--- src/rtl/idex_pkg.sv ---
// Shared definitions for the ID/EX pipeline register: state codes and the
// default field layout of the control and data bundles.
package idex_pkg;

  // Occupancy states. FULL is only reachable when the skid entry exists.
  localparam logic [1:0] ST_EMPTY = 2'b00;
  localparam logic [1:0] ST_MAIN  = 2'b01;
  localparam logic [1:0] ST_FULL  = 2'b10;

  // Default control bundle bit positions (CTRL_W = 10).
  localparam int CTRL_REGWRITE  = 0;
  localparam int CTRL_ALUSRC    = 1;
  localparam int CTRL_MEMWRITE  = 2;
  localparam int CTRL_ALUOP_LSB = 3;  // ALUOp[1:0] at bits 4:3
  localparam int CTRL_MEMTOREG  = 5;
  localparam int CTRL_MEMREAD   = 6;
  localparam int CTRL_BRANCH    = 7;
  localparam int CTRL_JUMP      = 8;
  localparam int CTRL_REGDST    = 9;

  // Default data bundle field offsets (DATA_W = 175), LSB first.
  localparam int DATA_RD_LSB    = 0;    // rd  [4:0]
  localparam int DATA_RT_LSB    = 5;    // rt  [4:0]
  localparam int DATA_RS_LSB    = 10;   // rs  [4:0]
  localparam int DATA_IMM_LSB   = 15;   // imm [31:0]
  localparam int DATA_RD2_LSB   = 47;   // rd2 [31:0]
  localparam int DATA_RD1_LSB   = 79;   // rd1 [31:0]
  localparam int DATA_PC_LSB    = 111;  // pc  [31:0]
  localparam int DATA_JADDR_LSB = 143;  // jumpaddr [31:0]
  localparam int DATA_W_DEFAULT = 175;

endpackage

--- src/rtl/idex_pipe_stage_sat_counter.sv ---
// Saturating up-counter with synchronous clear; used for stall accounting.
module sat_counter #(
  parameter int W = 16
) (
  input  logic         clk,
  input  logic         rst_n,
  input  logic         clr,
  input  logic         inc,
  output logic [W-1:0] q
);

  // Clear wins over increment; the count sticks at all-ones.
  always_ff @(posedge clk) begin
    if (!rst_n)                q <= '0;
    else if (clr)              q <= '0;
    else if (inc && (q != '1)) q <= q + 1'b1;
  end

endmodule

--- src/rtl/idex_pipe_stage.sv ---
// ID/EX pipeline register with valid/ready handshake, optional 2-entry skid
// buffer (registered in_ready), synchronous flush and a stall-cycle counter.
module idex_pipe_stage
  import idex_pkg::*;
#(
  parameter int CTRL_W              = 10,
  parameter int DATA_W              = 175,
  parameter bit SKID                = 1'b1,
  parameter bit CLEAR_DATA_ON_FLUSH = 1'b0,
  parameter int CNT_W               = 16
) (
  input  logic              clk,
  input  logic              rst_n,
  input  logic              flush,
  input  logic              in_valid,
  output logic              in_ready,
  input  logic [CTRL_W-1:0] in_ctrl,
  input  logic [DATA_W-1:0] in_data,
  output logic              out_valid,
  input  logic              out_ready,
  output logic [CTRL_W-1:0] out_ctrl,
  output logic [DATA_W-1:0] out_data,
  output logic [CNT_W-1:0]  stall_cnt,
  input  logic              cnt_clr
);

  logic [1:0]        state, state_nxt;
  logic [CTRL_W-1:0] main_ctrl, skid_ctrl;
  logic [DATA_W-1:0] main_data, skid_data;
  logic              in_ready_q;
  logic              in_fire, out_fire;
  logic              ld_main_in, ld_skid_in, ld_main_skid;

  assign out_valid = (state != ST_EMPTY);
  assign out_ctrl  = main_ctrl & {CTRL_W{out_valid}};
  assign out_data  = main_data;

  // With the skid entry, ready comes straight from a flop so the upstream
  // timing path is cut; without it, ready must look at out_ready directly.
  assign in_ready = SKID ? in_ready_q : (!out_valid || out_ready);

  assign in_fire  = in_valid  && in_ready;
  assign out_fire = out_valid && out_ready;

  // Entry load selects. In MAIN a new bundle replaces main only when the
  // current one leaves this cycle; otherwise it parks in the skid entry.
  // Without SKID, in_fire in MAIN implies out_ready, so the skid never loads.
  assign ld_main_in   = in_fire && ((state == ST_EMPTY) ||
                                    ((state == ST_MAIN) && out_fire));
  assign ld_skid_in   = in_fire && (state == ST_MAIN) && !out_ready;
  assign ld_main_skid = (state == ST_FULL) && out_fire;

  // Occupancy next-state (flush is applied in the register block).
  always_comb begin
    state_nxt = state;
    case (state)
      ST_EMPTY: if (in_fire) state_nxt = ST_MAIN;
      ST_MAIN: begin
        if (in_fire && out_fire) state_nxt = ST_MAIN;
        else if (in_fire)        state_nxt = ST_FULL;
        else if (out_fire)       state_nxt = ST_EMPTY;
      end
      ST_FULL:  if (out_fire) state_nxt = ST_MAIN;
      default:  state_nxt = ST_EMPTY;
    endcase
  end

  // State, registered ready and control entries; flush empties the stage.
  always_ff @(posedge clk) begin
    if (!rst_n) begin
      state      <= ST_EMPTY;
      in_ready_q <= 1'b1;
      main_ctrl  <= '0;
      skid_ctrl  <= '0;
    end else if (flush) begin
      state      <= ST_EMPTY;
      in_ready_q <= 1'b1;
      main_ctrl  <= '0;
      skid_ctrl  <= '0;
    end else begin
      state      <= state_nxt;
      in_ready_q <= (state_nxt != ST_FULL);
      if (ld_main_in)        main_ctrl <= in_ctrl;
      else if (ld_main_skid) main_ctrl <= skid_ctrl;
      if (ld_skid_in)        skid_ctrl <= in_ctrl;
    end
  end

  // Data entries; on flush they keep their contents unless clearing is enabled.
  always_ff @(posedge clk) begin
    if (!rst_n) begin
      main_data <= '0;
      skid_data <= '0;
    end else if (flush) begin
      if (CLEAR_DATA_ON_FLUSH) begin
        main_data <= '0;
        skid_data <= '0;
      end
    end else begin
      if (ld_main_in)        main_data <= in_data;
      else if (ld_main_skid) main_data <= skid_data;
      if (ld_skid_in)        skid_data <= in_data;
    end
  end

  sat_counter #(.W(CNT_W)) u_stall_cnt (
    .clk   (clk),
    .rst_n (rst_n),
    .clr   (cnt_clr),
    .inc   (out_valid && !out_ready),
    .q     (stall_cnt)
  );

endmodule

--- config.mk ---
export PLATFORM = sky130hd
export DESIGN_NAME = idex_pipe_stage
export DESIGN_NICKNAME = d
export VERILOG_FILES = /design/src/rtl/idex_pkg.sv /design/src/rtl/idex_pipe_stage_sat_counter.sv /design/src/rtl/idex_pipe_stage.sv
export SDC_FILE = /design/constraint.sdc
export NUM_CORES = 1
export LEC_CHECK = 0
export CORE_ASPECT_RATIO = 0.8
export CORE_UTILIZATION = 50
export CTS_BUF_LIST = sky130_fd_sc_hd__clkbuf_8
export DETAILED_ROUTE_END_ITERATION = 7
export PLACE_DENSITY = 0.79
export SLEW_MARGIN = 20
export SYNTH_ARGS = -nofsm -noshare
export SYNTH_HDL_FRONTEND = slang
export SYNTH_SLANG_ARGS = --single-unit
--- constraint.sdc ---
create_clock -name clk -period 2.4 [get_ports clk]
set_input_delay 0.24 -clock clk [delete_from_list [all_inputs] [get_ports clk]]
set_output_delay 0.24 -clock clk [all_outputs]
set_load 0.02 [all_outputs]
**Yosys cells after proc, flatten, opt, wreduce, memory -nomap -nowiden**

Index checks and enable logic that the tools add are counted.

- Word-level logic and storage cells: 44
- Input port bits: 191
- Flip-flop bits (word level): 389
- Output and inout port bits: 203

- Reduce and logical (&&, ||, !) cells: 19
- Muxes and demuxes: 10
- Add/subtract/negate cells: 1
- Equal/unequal tests: 4
- Bitwise operators: 3

Operator list:

| cell | number |
|---|---|
| 2-to-1 mux 175 bit | 2 |
| 2-to-1 mux 10 bit | 2 |
| adder 16 x 1 -> 16 bit, second input constant | 1 |
| != test 16 bit, second input constant | 1 |
| AND 10 bit | 1 |
| logical AND 1 bit | 10 |
| 2-to-1 mux 2 bit | 5 |
| one-hot mux 2 bit (3 select lines) | 1 |
| AND reduction 2 bit | 2 |
| nonzero test 2 bit | 2 |
| OR reduction 2 bit | 2 |
| equality test 2 x 1 -> 1 bit, second input constant | 1 |
| equality test 2 bit, second input constant | 1 |
| logical NOT 2 bit | 1 |
| != test 2 bit, second input constant | 1 |
| NOT 1 bit | 2 |
| logical NOT 1 bit | 1 |
| logical OR 1 bit | 1 |

**Longest topological paths before layout**

Gate-level depths: netlist of the first run.

- Depth after elaboration: 7
- Gate-level depth with buffers: 8
- Mapped depth without buffers: 5

**Hierarchy**

Synthesis of the first run repeated with hierarchy kept, for this count alone.

- Cell total of the unflattened synthesis: 1,934
- Area, all modules: 17,601.9 µm²

By module, submodules not included:

| module | area an instance (µm²) | times used | seq. area each (µm²) | cells each |
|---|---|---|---|---|
| idex_pipe_stage | 16,737.3 | 1 | 7,467.2 | 1,843 |
| sat_counter | 864.6 | 1 | 320.3 | 91 |

**Worst setup path after synthesis of the first run**

Ideal clock, no wire load.

- Path kind: flip-flop to flip-flop
- Start: register in_ready_q (netlist: in_ready)
- End: register main_data[127] (netlist: out_data[127])
- Buffers on the path: 2
- Period minus slack after synthesis: 1.711 ns
- Library setup time: 0.116 ns
- Stages on the path, launching flop included: 7
- Required time: 2.284 ns
- Setup slack: 0.689 ns
- Arrival time: 1.595 ns
- Cells stage by stage: dfxtp_1 > nand3_1 > nor2_2 > buf_2 > clkbuf_1 > o2111ai_1 > o211a_1

- Cells in the longest elaborated chain, start to end: 4
- Elaborated cells on any way between the ends: 5
- Classes of those cells: 1 x mux; 4 x reduce/logical

Ends and longest elaborated chain:

| what | line | source |
|---|---|---|
| start: declaration | idex_pipe_stage.sv:30 | `logic in_ready_q;` |
| start signal: assignment | idex_pipe_stage.sv:82 | `in_ready_q <= (state_nxt != ST_FULL);` |
| logical AND 1 bit (*) | idex_pipe_stage.sv:42 | `assign in_fire = in_valid && in_ready;` |
| logical AND 1 bit (*) | idex_pipe_stage.sv:48 | `assign ld_main_in = in_fire && ((state == ST_EMPTY) \|\|` |
| nonzero test 2 bit (no source line) | n/a |  |
| AND reduction 2 bit (no source line) | n/a |  |
| end signal: assignment | idex_pipe_stage.sv:100 | `if (ld_main_in) main_data <= in_data;` |
| end signal: assignment | idex_pipe_stage.sv:101 | `else if (ld_main_skid) main_data <= skid_data;` |
| end: declaration | idex_pipe_stage.sv:29 | `logic [DATA_W-1:0] main_data, skid_data;` |

Every way passes the cells marked *; elsewhere a longest branch is shown, timed or not.
A chain may end at the register's enable or synchronous reset.

**Worst setup path after layout of the first run**

- Start: register state[1]
- End: output out_ctrl[0]

- Cells in the longest elaborated chain, start to end: 2

Ends and longest elaborated chain:

| what | line | source |
|---|---|---|
| start: declaration | idex_pipe_stage.sv:27 | `logic [1:0] state, state_nxt;` |
| start signal: assignment | idex_pipe_stage.sv:81 | `state <= state_nxt;` |
| nonzero test 2 bit | idex_pipe_stage.sv:34 | `assign out_valid = (state != ST_EMPTY);` |
| AND 10 bit | idex_pipe_stage.sv:35 | `assign out_ctrl = main_ctrl & {CTRL_W{out_valid}};` |
| end: declaration | idex_pipe_stage.sv:21 | `output logic [CTRL_W-1:0] out_ctrl,` |

No other way between the ends.

==> results.yml, run 1 <==
outcome:
  status: "complete, no violations"
power_and_ir_drop:
  peakVddDrop_v: 0.000451
  leakage_uw: 0.00955
  totalPowerFinal_uw: 15200
  intPower_uw: 11100
  clockPowerShare: 0.380
  p_sw_uw: 4170
  p_seq_frac: 0.455
  combPwrFrac: 0.165
  swShare: 0.274
  powerDensity_mw_per_mm2: 654
run:
  maxCapViolations: 0
floorplan:
  io_pins: 394
  initial_core_util: 0.509
  die_area_mm2: 0.0363
  die_h_um: 170
  die_width_um: 213
  core_area_mm2: 0.0349
  fp-row-count: 61
drt:
  drc: 0
  vias: 17800
  wl_per_cell_um: 20.5
  first_pass_iters: 6
  wirelength_mm: 58.0
  avgViaCountPerCell: 6.28
  initialDrtViolationCount: 2312
  drt.antenna.violating_nets: 0
placement:
  place_area_mm2: 0.0220
  hpwl_mm: 34.0
  gp_congestion: 0.848
  placedCellCount: 2719
  port_buffers: 393
clock_tree:
  htreeDepth: 2
  ctsRootBufferMaster: "clkbuf_8"
  cts.sink_count: 389
  clk_pin_slew_ps: 60
  cts_setup_buffers: 0
  worst_skew_pair.late_latency_ps: 630
  cts_made_buffers: 61
  cts_tree: "yes"
  clockBufferDepth: 3
layout:
  fin_nets: 2503
  layout.cells.non_filler: 2835
  final_cell_area_mm2: 0.0233
  final_layout_size_suffix_gt1_frac: 0.0670
  area_growth_pct: 31.2
global_routing:
  grt_use_total: 0.307
  antenna_found_initial: 7
  first_global_vias: 16900
  grt_pass1_wl_mm: 90.6
  overflow: 0
  grt_max_degree: 228
yosys:
  syn_inst: 2051
  synth-async-reset-ratio: 0
  synth_seq_cells: 389
  yosysSeqAreaShare: 0.439
  yosys_warnings: 0
  synth.distinct_cells: 48
  syn_area_mm2: 0.0177
  syn_nets: 2243
  synth-edff-count: 0
  synth_ff_type: "dfxtp_1"
  avgSynthCellArea_um2: 8.65
timing:
  setup_viol: 0
  max_freq_mhz: 436
  period_needed_ps: 2290
  skew_ps: 14.3
  max-slew-margin-rel: 0.212
  rsz0062_at_grt: "no"
  drv_slew: 0
  finalHoldViolations: 0
  period_share: 0.956
  setup-tns-final_ps: 0
  tightest_slew_ps: 1180
setup_path:
  startpoint: "state[1]$_SDFF_PP0_"
  endpoint_kind: "output pin"
  start_kind: "register"
  criticalPathCategory: "reg2out"
  path_cells: "nor2_1, buf_4, nor2b_1, clkdlybuf4s50_1"
  cp.arrival_ps: 2050
  worst-r2r-setup-slack_ps: 280
  worstPathMaxFanout: 11
  slowest_stage: "clkdlybuf4s50_1"
  timing.rr.start: "state[1]$_SDFF_PP0_"
  critPathMaxStageDelay_ps: 620
  worstPathRequired_ps: 2160
hold_path:
  hp-class: "in2reg"
  hp-start: "in_data[173]"
[per-layer routing]
metal | part of all wire | track usage
met2 | 0.46 | 0.483
met5 | 0.00047 | 0
met3 | 0.077 | 0.0560
met1 | 0.42 | 0.411
met4 | 0.040 | 0.134
[what timing repair did]
action                                  CTS  global route
endpoints found under the setup margin   11             7
hold buffers                              1             0
gates resized for setup                   5             6
endpoints found under the hold margin    15             0
[Yosys cell counts (4+ instances only)]
cell,instances,share of area
nand4_1,5,0.0018
nor2b_1,12,0.0042
nand2_1,413,0.087
buf_4,9,0.0038
dfxtp_1,389,0.44
or3_1,4,0.0014
nor3_1,10,0.0028
buf_6,11,0.0070
mux2i_1,9,0.0051
a21boi_1,150,0.063
buf_2,84,0.024
a21oi_1,21,0.0059
a21boi_0,25,0.011
clkbuf_1,129,0.027
a311oi_1,10,0.0049
buf_1,12,0.0025
nand3_1,181,0.051
o2111ai_1,175,0.086
o21ai_0,179,0.050
o211a_1,175,0.099
nand2b_1,10,0.0035
[sequential cells by signal, summed over array words and instances, names as in the netlist]
signal,flops
main_ctrl,10
out_data,175
skid_data,175
state,2
in_ready,1
skid_ctrl,10
u_stall_cnt.q,16
[cell families (layout without fill, tap and decap cells)]
group	after synthesis	after routing	synth area share
AO/OA/AOI/OAI	749	749	0.328
adder cells (fa/ha/maj)	1	1	0.000705
buffers and inverters	249	556	0.0652
flip-flops	389	389	0.439
multiplexers	9	9	0.00508
other	0	5	0
AND/OR/NAND/NOR	654	654	0.162
[final cells by class]
type,instances,area (µm²)
Fill cell,2786,11600
Multi-Input combinational cell,1413,8840
Sequential cell,389,7790
Timing Repair Buffer,442,4740
Clock buffer,79,1090
Tap cell,472,591
Clock inverter,31,186
Inverter,4,20.0
Antenna cell,5,12.5
[path summary, 6_finish.rpt]
kind	endpoint	cells past startpoint
setup / recovery	out_ctrl[0]	4
hold / removal	skid_data[173]$_SDFFE_PN0P_	3
setup reg to reg	out_data[119]$_SDFFE_PN0P_	5
hold reg to reg	skid_data[172]$_SDFFE_PN0P_	2
[power by group through the flow]
stage	sequential [µW]	combinational [µW]	clock, µW
2_1_floorplan	7280	997	0
3_3_place_gp	7050	2450	0
3_5_place_dp	7050	2480	0
4_1_cts	6910	2500	5860
5_1_grt	6940	2660	6180
6_report	6920	2520	5790
[layout by cell type, fill, tap and decap left out, types with 3 or more instances in the layout]
cell type,n
dlygate4sd2_1,3
nand3_1,180
nand2_1,413
nor2b_1,11
clkdlybuf4s50_1,384
diode_2,5
buf_4,14
inv_1,24
or3_1,4
clkinv_2,5
a211oi_1,3
a21boi_1,150
o211a_1,175
dlymetal6s2s_1,5
nand4_1,5
a311oi_1,10
buf_12,34
and4_1,3
nand2b_1,9
a21boi_0,25
o2111ai_1,175
dfxtp_1,387
clkbuf_8,79
clkinvlp_4,3
mux2i_1,9
o21ai_0,179
a21oi_1,21
nor3_1,10
[stage by stage]
step	utilization	worst slack, ps	hold WS, ps
detailed placement	0.630	143	442
CTS	0.667	8.56	159
global placement	0.630	218	436
finish	0.667	106	197
floorplan	-	689	364
global route	0.667	14.8	164
[worst max-delay path: cells and delay by family (launching register included)]
family / cells / cell delay (ps)
buffers and inverters: 2 / 800
flip-flops: 1 / 450
AND/OR/NAND/NOR: 2 / 190
Note: power is estimated with default switching activity, not from simulation.
==> inputs of run 2 (changes only) <==
--- a/config.mk
+++ b/config.mk
@@ -5,6 +5,7 @@
 export SDC_FILE = /design/constraint.sdc
 export NUM_CORES = 1
 export LEC_CHECK = 0
+export CAP_MARGIN = 5
 export CORE_ASPECT_RATIO = 0.8
 export CORE_UTILIZATION = 50
 export CTS_BUF_LIST = sky130_fd_sc_hd__clkbuf_8
==> results of run 2 <==
Same layout as run 1: the final DEF is identical, and so are final timing and power.
